===== src/rtl/fdiv_multi.sv =====
// rtl/fdiv_multi.sv - multi-channel programmable clock divider with staged DIV/HIGH updates
// Optional FDIV_PHASE_EN adds phase_in: a disabled channel parks its counter at a programmable phase.
module fdiv_multi #(
  parameter int CHANNELS = 4,
  parameter int CNT_W    = 16,
  parameter int DEF_DIV  = 2
) (
  input  logic                      clk_in,
  input  logic                      reset,
  input  logic [CHANNELS-1:0]       en,
  input  logic [CHANNELS-1:0]       load,
  input  logic [CHANNELS*CNT_W-1:0] div_in,
  input  logic [CHANNELS*CNT_W-1:0] high_in,
`ifdef FDIV_PHASE_EN
  input  logic [CHANNELS*CNT_W-1:0] phase_in,
`endif
  output logic [CHANNELS-1:0]       clk_out,
  output logic [CHANNELS-1:0]       tick,
  output logic [CHANNELS-1:0]       pend
);

  localparam logic [CNT_W-1:0] ONE      = CNT_W'(1);
  localparam logic [CNT_W-1:0] TWO      = CNT_W'(2);
  localparam logic [CNT_W-1:0] RST_DIV  = CNT_W'(DEF_DIV);
  localparam logic [CNT_W-1:0] RST_HIGH = CNT_W'(DEF_DIV / 2);

  logic [CNT_W-1:0]    cnt       [CHANNELS];
  logic [CNT_W-1:0]    act_div   [CHANNELS];
  logic [CNT_W-1:0]    act_high  [CHANNELS];
  logic [CNT_W-1:0]    pend_div  [CHANNELS];
  logic [CNT_W-1:0]    pend_high [CHANNELS];
  logic [CNT_W-1:0]    last_cnt  [CHANNELS];
  logic [CNT_W-1:0]    idle_cnt  [CHANNELS];
  logic [CHANNELS-1:0] wrap;

  // DIV of 0 or 1 behaves as 2, so last_cnt never underflows.
  always_comb begin
    for (int k = 0; k < CHANNELS; k++) begin
      last_cnt[k] = ((act_div[k] < TWO) ? TWO : act_div[k]) - ONE;
      wrap[k]     = en[k] && (cnt[k] >= last_cnt[k]);
`ifdef FDIV_PHASE_EN
      idle_cnt[k] = (phase_in[k*CNT_W +: CNT_W] > last_cnt[k]) ? last_cnt[k]
                                                               : phase_in[k*CNT_W +: CNT_W];
`else
      idle_cnt[k] = '0;
`endif
    end
  end

  always_ff @(posedge clk_in) begin
    if (reset) begin
      for (int k = 0; k < CHANNELS; k++) begin
        cnt[k]       <= '0;
        act_div[k]   <= RST_DIV;
        act_high[k]  <= RST_HIGH;
        pend_div[k]  <= '0;
        pend_high[k] <= '0;
      end
      clk_out <= '0;
      tick    <= '0;
      pend    <= '0;
    end else begin
      for (int k = 0; k < CHANNELS; k++) begin
        if (en[k]) begin
          clk_out[k] <= (cnt[k] < act_high[k]);
          tick[k]    <= (cnt[k] == '0);
          cnt[k]     <= wrap[k] ? '0 : cnt[k] + ONE;
        end else begin
          clk_out[k] <= 1'b0;
          tick[k]    <= 1'b0;
          cnt[k]     <= idle_cnt[k];
        end

        // Active values only change while stopped or at a period boundary; a fresh load beats staged values.
        if (!en[k] || wrap[k]) begin
          if (load[k]) begin
            act_div[k]  <= div_in[k*CNT_W +: CNT_W];
            act_high[k] <= high_in[k*CNT_W +: CNT_W];
          end else if (pend[k]) begin
            act_div[k]  <= pend_div[k];
            act_high[k] <= pend_high[k];
          end
          pend[k] <= 1'b0;
        end else if (load[k]) begin
          pend_div[k]  <= div_in[k*CNT_W +: CNT_W];
          pend_high[k] <= high_in[k*CNT_W +: CNT_W];
          pend[k]      <= 1'b1;
        end
      end
    end
  end

endmodule


===== config.mk =====
export PLATFORM = sky130hd
export DESIGN_NAME = fdiv_multi
export DESIGN_NICKNAME = d
export VERILOG_FILES = /design/src/rtl/fdiv_multi.sv
export SDC_FILE = /design/constraint.sdc
export NUM_CORES = 1
export LEC_CHECK = 0
export ABC_AREA = 1
export ABC_CLOCK_PERIOD_IN_PS = 9900
export BUFFER_PORTS_ARGS = -buffer_cell sky130_fd_sc_hd__buf_2
export CORE_MARGIN = 5
export CORE_UTILIZATION = 49
export DETAILED_ROUTE_END_ITERATION = 10
export GPL_TIMING_DRIVEN = 1
export PLACE_DENSITY_LB_ADDON = 0.15
export SLEW_MARGIN = 20
export SYNTH_ARGS = -nofsm -noshare
export SYNTH_HDL_FRONTEND = slang
export SYNTH_SLANG_ARGS = --single-unit

===== constraint.sdc =====
create_clock -name clk_in -period 9.9 [get_ports clk_in]
set_input_delay 1.485 -clock clk_in [delete_from_list [all_inputs] [get_ports clk_in]]
set_output_delay 1.485 -clock clk_in [all_outputs]
set_load 0.02 [all_outputs]

==> results.json <==
{
  "power_density_nw_per_um2": 165,
  "synthFlopType": "edfxtp_1",
  "start_util_pct": 49.3,
  "clk_path_buf_depth": 3,
  "cpMaxStageDelayCell": "o21ai_2",
  "crit_required_ps": 10120,
  "hold_viol_final": 0,
  "netlist_instances": 2137,
  "crit_arrival_ps": 5280,
  "nFillCells": 3545,
  "clk_transition_reported_paths_ps": 60,
  "wl_um": 44300,
  "cts_buffers": 39,
  "setup_tns_ps": 0,
  "crit_path_end_kind": "flop",
  "pwr-share-comb_pct": 13.0,
  "synth.area.top_cells": "edfxtp_1 49%, ha_1 8.7%, nor2_1 8.7%",
  "cts_root_buffer": "clkbuf_16",
  "rsz0062_at_grt": "false",
  "fin_cells": 2884,
  "tightest_slew_ps": 1040,
  "syn_to_final_growth_pct": 13.9,
  "synth_edf_count": 320,
  "die_x_um": 209,
  "cts_setup_buffers": 0,
  "cp_common_cell": "nand2_1",
  "synth_cell_types": 39,
  "setup_violations": 0,
  "post_cts_resized": 0,
  "grt_pass1_wl_um": 72000,
  "fp.dieH_um": 209,
  "power.internal_w": 0.00273,
  "sw_frac_of_total_pct": 25.5,
  "p_leak_nw": 10.1,
  "io_buffers": 149,
  "maxCapViolations": 0,
  "num_rows": 73,
  "vias": 15000,
  "yosys.area.top_type": "edfxtp_1",
  "track_usage_pct": 19.9,
  "post-route-drc-count": 0,
  "die_area_um2": 43800,
  "drt_iter0_drc": 881,
  "finalCritPeriodShare_pct": 51.1,
  "cp_max_fo": 33,
  "nets": 2604,
  "critical_path_class": "flop to flop",
  "switching_power_w": 0.000934,
  "hold-worst-slack_ps": 543,
  "pwr-share-seq_pct": 47.3,
  "maxSlewHeadroom_pct": 30.8,
  "yosys.area.top_type_share_pct": 49.3,
  "drive_gt1_share_pct": 11.7,
  "cts_tree": "yes",
  "wl_per_cell_um": 15.4,
  "grt_pass1_vias": 14400,
  "final_max_slew_viol_count": 0,
  "fmax_ghz": 0.198,
  "dp_hpwl_um": 31600,
  "fin_util_pct": 56.1,
  "hold_path.class": "flop to flop",
  "postRouteAntennaNets": 0,
  "ctsHoldBuffers": 0,
  "first_pass_iters": 5,
  "post_synth_instance_area_um2": 19500,
  "syn_avg_cell_area_um2": 9.12,
  "status": "finished, final reports clean",
  "place.gp.congestion": 0.829,
  "insertion_delay_ps": 540,
  "io_pins": 150,
  "vias_per_cell": 5.19,
  "antenna_found_initial": 0,
  "cts.sinks": 332,
  "slowest_delay_ps": 700,
  "peakVddDrop_uv": 95.8,
  "synth_seq_cells": 332,
  "fin_crit_ps": 5060,
  "yosys_warnings": 0,
  "cp-start-kind": "flop",
  "h-tree-depth": 2,
  "synthArstFlopShare_pct": 0,
  "grt_overflow_total": 0,
  "pwr-share-clk_pct": 39.7,
  "diodes": 0,
  "worstPathCellList": "nor2_1 > nand2_1 > nor3_1 > nand2_1 > nand2_1 > ha_1 > inv_1 > nor2_1 > inv_1 > nor2_2 > nand3_1 > nor3_1 > xor2_1 > inv_1 > ha_1 > nand2_1 > inv_1 > nand3_1 > a21oi_1 > nor2_4 > nand2_2 > nand2_1 > o21ai_2 > buf_4",
  "grt_max_degree": 69,
  "dp_cells": 2814,
  "fin_skew_ps": 10.5,
  "seq_area_frac_synth_pct": 50.6,
  "core_area_um2": 39500
}
[cell usage after synthesis (4+ instances only)]
cell type and n:
nor2_2 14, buf_2 31, inv_1 336, nor3_1 44
nor2_1 451, nor3b_1 7, dfxtp_1 12, clkbuf_1 34
o21ai_1 5, nor4_1 13, o21ai_0 33, nand4_1 36
nand3b_1 4, or2_2 6, ha_1 136, xor2_1 51
nor3_2 5, o2111ai_1 90, nand3_2 10, buf_4 9
o211a_1 4, xnor2_1 21, a21oi_1 81, nand3_1 109
nand2_1 245, nand2_2 6, edfxtp_1 320
[flip-flops by register name (all words and copies together) (netlist names)]
signal,count
act_div,64
act_high,64
clk_out,4
cnt,64
pend,4
pend_div,64
pend_high,64
tick,4
[final timing paths]
check	startpoint	to	slack [ps]	cells after the start
min reg2reg	pend_div[3][5]$_SDFFCE_PN0P_	act_div[3][5]$_DFFE_PP_	540	2
min	pend_div[3][5]$_SDFFCE_PN0P_	act_div[3][5]$_DFFE_PP_	540	2
max	act_div[2][4]$_SDFFCE_PN0P_	act_div[2][2]$_SDFFCE_PN0P_	4840	24
max reg2reg	act_div[2][4]$_SDFFCE_PN0P_	act_div[2][2]$_SDFFCE_PN0P_	4840	24
[cell type report]
cell class              count  area [µm²]  area share (%)
flip-flops and latches    332        9850            44.4
inverters                 339        1270            5.74
multi-input cells        1452        8250            37.2
repair buffers            166         873            3.94
well taps                 525         657            2.96
clock buffers              61        1150            5.19
clock inverters             9         143           0.643
[layout by cell type, fill, tap and decap left out, drive strengths merged, types with 4 or more instances in the layout]
cell	n
nand2	251
nand3b	4
nand4	36
o211a	4
inv	339
nor4	13
bufinv	4
xor2	51
buf	166
xnor2	21
conb	64
nand3	119
dfxtp	12
ha	136
or2	10
nor2	468
a21oi	81
clkinv	5
clkbuf	61
o2111ai	90
edfxtp	320
nor3b	8
o21ai	38
nor3	49
[kinds of logic (layout without fill, tap and decap cells)]
family	after synthesis	in the layout	synth area share [%]
other cells	1	64	0.0193
fa+ha+maj	136	136	8.74
compound gates	219	219	7.53
xor+xnor	72	72	3.24
buf+inv	416	575	8.50
simple gates	961	961	21.4
flops	332	332	50.6
[power by group through the flow]
stage | Combinational (W) | Sequential, W | Clock [W]
global placement | 0.000461 | 0.00176 | 0
finish | 0.000477 | 0.00173 | 0.00145
detailed placement | 0.000476 | 0.00176 | 0
CTS | 0.000480 | 0.00173 | 0.00150
floorplan | 0.000339 | 0.00174 | 0
global route | 0.000549 | 0.00174 | 0.00156
[worst max-delay path, delay by kind of cell (launching register included)]
| family | cells | cell delay [ps] |
|---|---|---|
| simple gates | 14 | 2080 |
| xor+xnor | 1 | 180 |
| buf+inv | 5 | 640 |
| flops | 1 | 420 |
| compound gates | 2 | 930 |
| fa+ha+maj | 2 | 450 |
[layer usage]
| metal | vias up | part of all wire [%] | GRT usage (%) |
|---|---|---|---|
| met5 | - | 0 | 0 |
| li1 | 7547 | - | - |
| met3 | 64 | 5.6 | 3.06 |
| met4 | 0 | 2.4 | 5.96 |
| met2 | 395 | 47 | 33.3 |
| met1 | 6967 | 45 | 26.8 |
[through the flow]
step           worst slack [ps]  area (µm²)  total power [W]
4_1_cts                    4800       22200          0.00371
6_report                   4840       22200          0.00366
3_3_place_gp               4950       20900          0.00222
3_5_place_dp               4830       20900          0.00224
5_1_grt                    4280       22200          0.00385
2_1_floorplan              4190       19700          0.00208
(Power assumes the default switching activity.)
